File: config.mk
export PLATFORM = sky130hd
export DESIGN_NAME = mux_scan_sequencer
export DESIGN_NICKNAME = d
export VERILOG_FILES = /design/src/rtl/mux_scan_sequencer.sv
export SDC_FILE = /design/constraint.sdc
export NUM_CORES = 1
export LEC_CHECK = 0
export BUFFER_PORTS_ARGS = -buffer_cell sky130_fd_sc_hd__buf_2
export CAP_MARGIN = 30
export CORE_ASPECT_RATIO = 1.75
export CORE_MARGIN = 3
export CORE_UTILIZATION = 45
export DETAILED_ROUTE_END_ITERATION = 6
export MAX_ROUTING_LAYER = met4
export PLACE_DENSITY_LB_ADDON = 0.12
export SLEW_MARGIN = 20
export SYNTH_ARGS = -nofsm -noshare
export SYNTH_HDL_FRONTEND = slang
export SYNTH_SLANG_ARGS = --single-unit
File: constraint.sdc
create_clock -name clk -period 2.8 [get_ports clk]
set_clock_uncertainty 0.1 [all_clocks]
set_input_delay 0 -clock clk [delete_from_list [all_inputs] [get_ports clk]]
set_output_delay 0 -clock clk [all_outputs]
set_load 0.1 [all_outputs]
File: src/rtl/mux_scan_sequencer.sv
// Round-robin scan controller for a WIDTH-bit NUM_CH-to-1 mux: drives sel, waits DWELL
// settle cycles, captures mux_out and offers it downstream over a valid/ready handshake.
module mux_scan_sequencer #(
  parameter int unsigned WIDTH  = 3,
  parameter int unsigned NUM_CH = 6,
  parameter int unsigned DWELL  = 1,
  localparam int unsigned SEL_W = (NUM_CH > 1) ? $clog2(NUM_CH) : 1
) (
  input  logic              clk,
  input  logic              rst,
  input  logic              en_i,
  input  logic [NUM_CH-1:0] ch_mask_i,
  output logic [SEL_W-1:0]  sel_o,
  input  logic [WIDTH-1:0]  mux_out_i,
  output logic [WIDTH-1:0]  sample_data_o,
  output logic [SEL_W-1:0]  sample_ch_o,
  output logic              sample_valid_o,
  input  logic              sample_ready_i,
  output logic              busy_o
);

  localparam int unsigned CNT_W = (DWELL > 1) ? $clog2(DWELL) : 1;

  typedef enum logic [1:0] {
    ST_IDLE   = 2'd0,
    ST_SETTLE = 2'd1,
    ST_HOLD   = 2'd2
  } state_e;

  state_e           state_q, state_d;
  logic [SEL_W-1:0] sel_q, sel_d;
  logic [SEL_W-1:0] ptr_q, ptr_d;
  logic [SEL_W-1:0] ch_q, ch_d;
  logic [WIDTH-1:0] data_q, data_d;
  logic             valid_q, valid_d;
  logic [CNT_W-1:0] cnt_q, cnt_d;

  logic [SEL_W-1:0] sel_inc;
  logic [SEL_W-1:0] first_at_ptr;
  logic [SEL_W-1:0] first_after_sel;
  logic             mask_any;
  logic             dwell_done;

  // First set bit of mask at or after start, wrapping; returns start if mask is empty.
  function automatic logic [SEL_W-1:0] pick_first(input logic [NUM_CH-1:0] mask,
                                                  input logic [SEL_W-1:0]  start);
    logic [2*NUM_CH-1:0] dbl;
    logic [NUM_CH-1:0]   rot;
    logic [SEL_W:0]      sum;
    logic [SEL_W-1:0]    res;
    res = start;
    sum = '0;
    dbl = {mask, mask};
    rot = NUM_CH'(dbl >> start);
    for (int i = NUM_CH - 1; i >= 0; i--) begin
      if (rot[i]) begin
        sum = (SEL_W+1)'(start) + (SEL_W+1)'(i);
        res = (sum >= (SEL_W+1)'(NUM_CH)) ? SEL_W'(sum - (SEL_W+1)'(NUM_CH)) : SEL_W'(sum);
      end
    end
    return res;
  endfunction

  assign sel_inc         = (sel_q == SEL_W'(NUM_CH - 1)) ? '0 : sel_q + SEL_W'(1);
  assign mask_any        = |ch_mask_i;
  assign first_at_ptr    = pick_first(ch_mask_i, ptr_q);
  assign first_after_sel = pick_first(ch_mask_i, sel_inc);
  assign dwell_done      = (cnt_q == CNT_W'(DWELL - 1));

  // State and datapath registers
  always_ff @(posedge clk) begin
    if (rst) begin
      state_q <= ST_IDLE;
      sel_q   <= '0;
      ptr_q   <= '0;
      ch_q    <= '0;
      data_q  <= '0;
      valid_q <= 1'b0;
      cnt_q   <= '0;
    end else begin
      state_q <= state_d;
      sel_q   <= sel_d;
      ptr_q   <= ptr_d;
      ch_q    <= ch_d;
      data_q  <= data_d;
      valid_q <= valid_d;
      cnt_q   <= cnt_d;
    end
  end

  // Next-state and datapath update
  always_comb begin
    state_d = state_q;
    sel_d   = sel_q;
    ptr_d   = ptr_q;
    ch_d    = ch_q;
    data_d  = data_q;
    valid_d = valid_q;
    cnt_d   = cnt_q;

    unique case (state_q)
      ST_IDLE: begin
        if (en_i && mask_any) begin
          sel_d   = first_at_ptr;
          cnt_d   = '0;
          state_d = ST_SETTLE;
        end
      end

      ST_SETTLE: begin
        if (!en_i) begin
          state_d = ST_IDLE;
        end else if (dwell_done) begin
          data_d  = mux_out_i;
          ch_d    = sel_q;
          valid_d = 1'b1;
          state_d = ST_HOLD;
        end else begin
          cnt_d = cnt_q + CNT_W'(1);
        end
      end

      ST_HOLD: begin
        // The offered sample is never withdrawn; only the handshake leaves HOLD.
        if (sample_ready_i) begin
          valid_d = 1'b0;
          if (en_i && mask_any) begin
            sel_d   = first_after_sel;
            cnt_d   = '0;
            state_d = ST_SETTLE;
          end else begin
            ptr_d   = first_after_sel;
            state_d = ST_IDLE;
          end
        end
      end

      default: state_d = ST_IDLE;
    endcase
  end

  assign sel_o          = sel_q;
  assign sample_data_o  = data_q;
  assign sample_ch_o    = ch_q;
  assign sample_valid_o = valid_q;
  assign busy_o         = (state_q != ST_IDLE);

endmodule

# Word-level counts from Yosys, hierarchy flattened
# Index checks and enable logic that the tools add are counted.
[word_totals]
wordCells = 113
in_bits = 13
out_inout_bits = 11
reg_bits = 16
[op_classes]
bitwise = 2
magnitude_cmp = 12
n_reduce_logical = 13
n_addsub = 24
mux = 44
shift = 2
n_eq_ne = 9
[ops]
columns = ["cell", "count"]
rows = [
  ["3-bit two-way mux", 28],
  ["4-bit by 3-bit >= comparator with 1-bit output, second input constant", 10],
  ["3-bit subtractor, second input constant", 12],
  ["12-bit by 3-bit >> shifter with 6-bit output", 2],
  ["3-bit by 2-bit adder with 4-bit output, second input constant", 4],
  ["3-bit by 3-bit adder with 4-bit output, second input constant", 4],
  ["3-bit AND reduction", 4],
  ["2-bit != test, second input constant", 5],
  ["3-bit by 1-bit adder with 4-bit output, second input constant", 2],
  ["1-bit two-way mux", 8],
  ["2-bit two-way mux", 4],
  ["4-bit AND reduction", 2],
  ["3-bit >= comparator, second input constant", 2],
  ["2-bit one-hot mux with 3 select lines", 1],
  ["3-bit one-hot mux with 2 select lines", 1],
  ["2-bit nonzero test", 3],
  ["6-bit OR reduction", 1],
  ["3-bit by 1-bit adder with 3-bit output, second input constant", 1],
  ["3-bit equality test, second input constant", 1],
  ["3-bit != test, second input constant", 1],
  ["1-bit one-hot mux with 3 select lines", 1],
  ["3-bit nonzero test", 1],
  ["2-bit by 1-bit equality test with 1-bit output, second input constant", 1],
  ["2-bit equality test, second input constant", 1],
  ["other kinds (5)", 6],
]

# Depth between registers and ports, before layout
[logic_depth]
word_depth = 14
mapped_depth = 14
ltp_nobuf = 11

# Worst setup path before layout
# OpenSTA, ideal clock, no wires.
[synth_path]
path_kind = "register to register"
start = "reg sel_q[0] (netlist: sel_o[0])"
end = "reg sel_q[2] (netlist: sel_o[2])"
slack_ns = -0.868
setup_time_ns = 0.133
arrival_ns = 3.434
path_stages_with_launch = 13
synth_period_minus_slack_ns = 3.668
path_buffers = 1
t_required_ns = 2.567
path_cell_list = "dfxtp_1 -> nand2b_1 -> o21ai_0 -> inv_1 -> ha_1 -> clkbuf_1 -> nor2_1 -> a221oi_1 -> xor2_1 -> a21oi_1 -> a21boi_1 -> o31ai_1 -> a31oi_1"
[synth_via]
elab_chain_cells = 14
word_cells_on_any_way = 36
cone_classes = "add/sub: 12; order compare: 6; eq/ne: 1; shift: 1; mux: 16"
[synth_lines]
columns = ["item", "line_no", "rtl"]
rows = [
  ["start: declaration", "31", "logic [SEL_W-1:0] sel_q, sel_d;"],
  ["start signal: assignment", "82", "sel_q <= sel_d;"],
  ["3-bit by 1-bit adder with 3-bit output / 3-bit equality test (equally long branches)", "64", "assign sel_inc = (sel_q == SEL_W'(NUM_CH - 1)) ? '0 : sel_q + SEL_W'(1);"],
  ["3-bit two-way mux (*)", "64", ""],
  ["3-bit by 3-bit adder with 4-bit output", "57", "sum = (SEL_W+1)'(start) + (SEL_W+1)'(i);"],
  ["4-bit by 3-bit >= comparator with 1-bit output / 3-bit subtractor (equally long branches)", "58", "res = (sum >= (SEL_W+1)'(NUM_CH)) ? SEL_W'(sum - (SEL_W+1)'(NUM_CH)) : SEL_W'(sum);"],
  ["3-bit two-way mux", "58", ""],
  ["3-bit two-way mux (5 in a row)", "56", "if (rot[i]) begin"],
  ["3-bit two-way mux (*)", "56", ""],
  ["3-bit two-way mux (*)", "127", "if (en_i && mask_any) begin"],
  ["3-bit two-way mux (*)", "125", "if (sample_ready_i) begin"],
  ["3-bit one-hot mux with 2 select lines (*)", "101", "unique case (state_q)"],
]
# Mark *: on every way between the ends. The rest lies on a longest branch, timed or not. The select of a mux whose other input is x is not followed.
# A chain may end at the register's enable or synchronous reset.

# Worst setup path in the final report
[layout_path]
start = "reg sel_q[1] (netlist: sel_o[1])"
end = "reg ptr_q[2]"
[layout_via]
elab_chain_cells = 11
word_cells_on_any_way = 33
cone_classes = "add/sub: 12; order compare: 6; eq/ne: 1; shift: 1; mux: 13"
[layout_lines]
columns = ["item", "line_no", "rtl"]
rows = [
  ["3-bit by 1-bit adder with 3-bit output / 3-bit equality test (equally long branches)", "64", ""],
  ["3-bit two-way mux (*)", "64", ""],
  ["3-bit by 3-bit adder with 4-bit output", "57", ""],
  ["4-bit by 3-bit >= comparator with 1-bit output / 3-bit subtractor (equally long branches)", "58", ""],
  ["3-bit two-way mux", "58", ""],
  ["3-bit two-way mux (5 in a row)", "56", ""],
  ["3-bit two-way mux (*)", "56", ""],
  ["end signal: assignment", "83", "ptr_q <= ptr_d;"],
  ["end: declaration", "32", "logic [SEL_W-1:0] ptr_q, ptr_d;"],
]
# Mark *: on every way between the ends. The rest lies on a longest branch, timed or not.

==> run metrics <==
sequential cell area=between 300 and 400 µm²; CTS H-tree depth=1; Core Rows=35; final critical-path setup slack=between 0.1 and 0.15 ns; arrival time at the worst endpoint=approximately 2.7 ns; type of element launching the critical path=flop; residual overflow from global routing=0; setup slack at placement=~0.12 ns; primary flip-flop cell chosen by synthesis mapping=dfxtp_1; total of warnings raised by yosys=0; clock group share of total power=around 17%; met3 Track Usage GR=around 1.6%; starting density of the core=46.80%; Top Usage Layer GRT=met2; count of clock tree sinks=15; critical path type=reg2reg; post-route DRC violation count=0; synthesized flop and latch total=15; crit end category=flop; final setup violation count=0; number of antenna violations at the first check in global routing=0; antenna cells=0; routability-driven placement congestion ratio=around 0.88; Comb power frac=between 50% and 60%; synthesized netlist net count=352; time the worst path needs with I/O delays and setup=around 2.7 ns; Final Slew Violations=0; TritonCTS clock tree=built; Synth Area per Inst=around 7.7 µm²; EDFF count, synth=0; clk slew on worst S/H paths=roughly 0.060 ns; maximum fanout count along the critical path=10; Peak VDD IR=0.2456 mV; sequential power share=between 20% and 30%; Routed wire per std cell=about 17 µm; number of iterations in the first detailed-routing pass=5; drt total wl=7221 µm; max incr delay on CP=roughly 0.36 ns; chip width=62.12 µm; internal power=around 0.00056 W; CORE AREA=approximately 5300 µm²; first-pass GRT wire length=11650 µm; io pins=24; count of unique library cells instantiated by Yosys=67; static leakage power=approximately 1.1 nW; worst path required time=~2.8 ns; die height=104.2 µm; number of buffers inserted by port buffering=23; clk_lat worst skew=0.25 ns; Min-Delay Path Class=in2reg; overall routing resource usage=between 20% and 30%; TritonCTS buffer count=3; TNS Setup=0 ns; met1 usage in global routing=between 20% and 30%; switching power as a share of total power=between 40% and 50%; Clock Tree Root=clkbuf_8; HPWL after detailed placement=~5500 µm; combined area of all synthesized cells=2480 µm²; Clock Path Buffers=2; fraction of final layout cells sized beyond drive strength 1=23.12%; overall die area=6473 µm²; signed area change from the synthesized netlist to the final layout=14.58%; via-per-instance ratio=~6.1; fraction of the cycle the final worst path needs=about 96%; share of synthesized flip-flops with an asynchronous set or reset=0%; status=finished, final reports clean; upper clock frequency limit=~370 MHz; RSZ-0062 raised after global routing=false; proportion of synthesized chip area in sequential cells=~12%; count of vias placed by the detailed router=2542; gate count of the mapped netlist=between 300 and 400; count of fill cells added during filler insertion=507; post-route antenna net violation count=0; multi-input logic area=approximately 2000 µm²; vias in the first global route=about 2.4k; GR Util met2=41.36%; Worst-Margin Slew=between 0.5 and 0.6 ns; power spent charging and discharging nets=between 0.0004 and 0.0005 W; Final Hold Violating Endpoints=0; initial drt markers=158; Total Nets Final=about 380; max capacitance violation total=0; power per cell area=about 360 nW/µm²; pin count of the biggest net entering global routing=31; slowest stage cell, crit path=dfxtp_4; max_slew headroom=about three fifths; cells along the critical path=nand2b_1 > o21ai_4 > inv_1 > ha_4 > and4b_1 > a41oi_2 > o211ai_1 > o311ai_2 > a21boi_2 > o31ai_1 > a21oi_1
## sequential cells by signal, summed over array words and instances (netlist names)
name	count
sample_ch_o	3
state_q	2
sel_o	3
sample_valid_o	1
sample_data_o	3
ptr_q	3
## cell usage in the layout, fill, tap and decap left out, drive strengths merged, types with 9 or more instances in the layout
| master | instances |
|---|---|
| dfxtp | 15 |
| buf | 45 |
| inv | 20 |
| nand2b | 12 |
| nor2 | 17 |
| mux2i | 16 |
| nand2 | 27 |
| ha | 19 |
| o21ai | 9 |
| nand3 | 15 |
| a21oi | 26 |
## cells by family after synthesis
family,after synthesis,share of synthesized area (%)
multiplexers,29,16.20
XOR/XNOR,7,2.472
adder cells (fa/ha/maj),19,9.586
buffers and inverters,46,9.031
AND/OR/NAND/NOR,100,20.89
AO/OA/AOI/OAI,104,29.72
flip-flops,15,12.11
## critical path, delay by kind of cell (launching register included)
kind,cells,cell delay [ns]
adder cells (fa/ha/maj),1,0.28
flip-flops,1,0.36
AND/OR/NAND/NOR,2,0.41
AO/OA/AOI/OAI,7,1.32
buffers and inverters,1,0.09
## area by class of cell
cell class / count / area share, %
inverter: 20 / 2.642
timing repair buffer: 48 / 10.92
clock buffer: 3 / 1.453
sequential: 15 / 10.96
multi-input combinational: 259 / 70.59
clock inverter: 1 / 0.1761
tap: 74 / 3.258
## power by group through the flow
stage                     Clock, W  Combinational (W)  Sequential, W
after floorplan                  0           0.000409       0.000301
after global placement           0           0.000572       0.000253
after detailed placement         0           0.000575       0.000254
after CTS                 0.000180           0.000582       0.000249
after global routing      0.000194           0.000659       0.000252
final                     0.000179           0.000609       0.000249
## final timing paths
path	start	endpoint	slack (ns)	cells past startpoint
hold reg to reg	sample_ch_o[0]	sample_ch_o[0]	0.35	2
setup / recovery	sel_o[1]	ptr_q[2]	0.11	11
setup reg to reg	sel_o[1]	ptr_q[2]	0.11	11
hold / removal	rst	state_q[1]	0.01	2
## timing repair
item | in CTS | in global routing
buffers inserted | 0 | 1
hold endpoints to repair | 3 | 0
setup endpoints to repair | 0 | 4
resized for setup | 0 | 4
hold buffers | 3 | 0
## metal layers
metal  vias to the layer above  part of all wire [%]
met4                         0                   3.8
met5                         -                     0
met2                        55                    54
met3                        24                   2.3
li1                       1250                     -
met1                      1213                    40
## cells in the mapped netlist, types with 2 or more instances
cell	count	share of area (%)
ha_1	19	9.6
inv_1	19	2.9
nand2_1	27	4.1
xnor2_1	4	1.4
nand3b_1	2	0.61
buf_6	4	1.8
mux4_2	7	6.4
a22oi_1	2	0.61
a31oi_1	7	1.8
a221oi_1	4	1.4
o21ai_0	8	1.6
clkbuf_1	7	1.1
or4_1	2	0.61
and2_1	3	0.76
o22ai_1	5	1.3
nor3_1	5	1.0
a22o_1	2	0.71
mux2_2	5	2.3
a41oi_1	2	0.71
a211oi_1	7	2.1
a21oi_1	26	5.2
o31ai_1	6	1.8
o311ai_1	3	1.1
nor2_1	17	2.6
a2111oi_0	2	0.71
xor2_1	3	1.1
dfxtp_1	15	12
mux2i_1	15	6.1
buf_2	14	2.8
nand2b_1	12	3.0
o211ai_1	7	2.1
nand3_1	14	2.8
a21o_1	3	0.91
nor2b_1	7	1.8
a2bb2oi_1	3	1.1
## metrics by stage
step / util [%] / instances / instance area [µm²] / hold slack [ns] / power (W)
2_1_floorplan: - / 320 / 2540 / -0.04038 / 0.0007107
3_3_place_gp: 51.55 / 412 / 2731 / 0.1558 / 0.0008255
3_5_place_dp: 51.55 / 412 / 2731 / 0.1638 / 0.0008293
4_1_cts: 52.99 / 419 / 2808 / 0.01050 / 0.001011
5_1_grt: 53.62 / 420 / 2841 / 0.03333 / 0.001105
6_report: 53.62 / 420 / 2841 / 0.01244 / 0.001037
(Power assumes the default switching activity.)
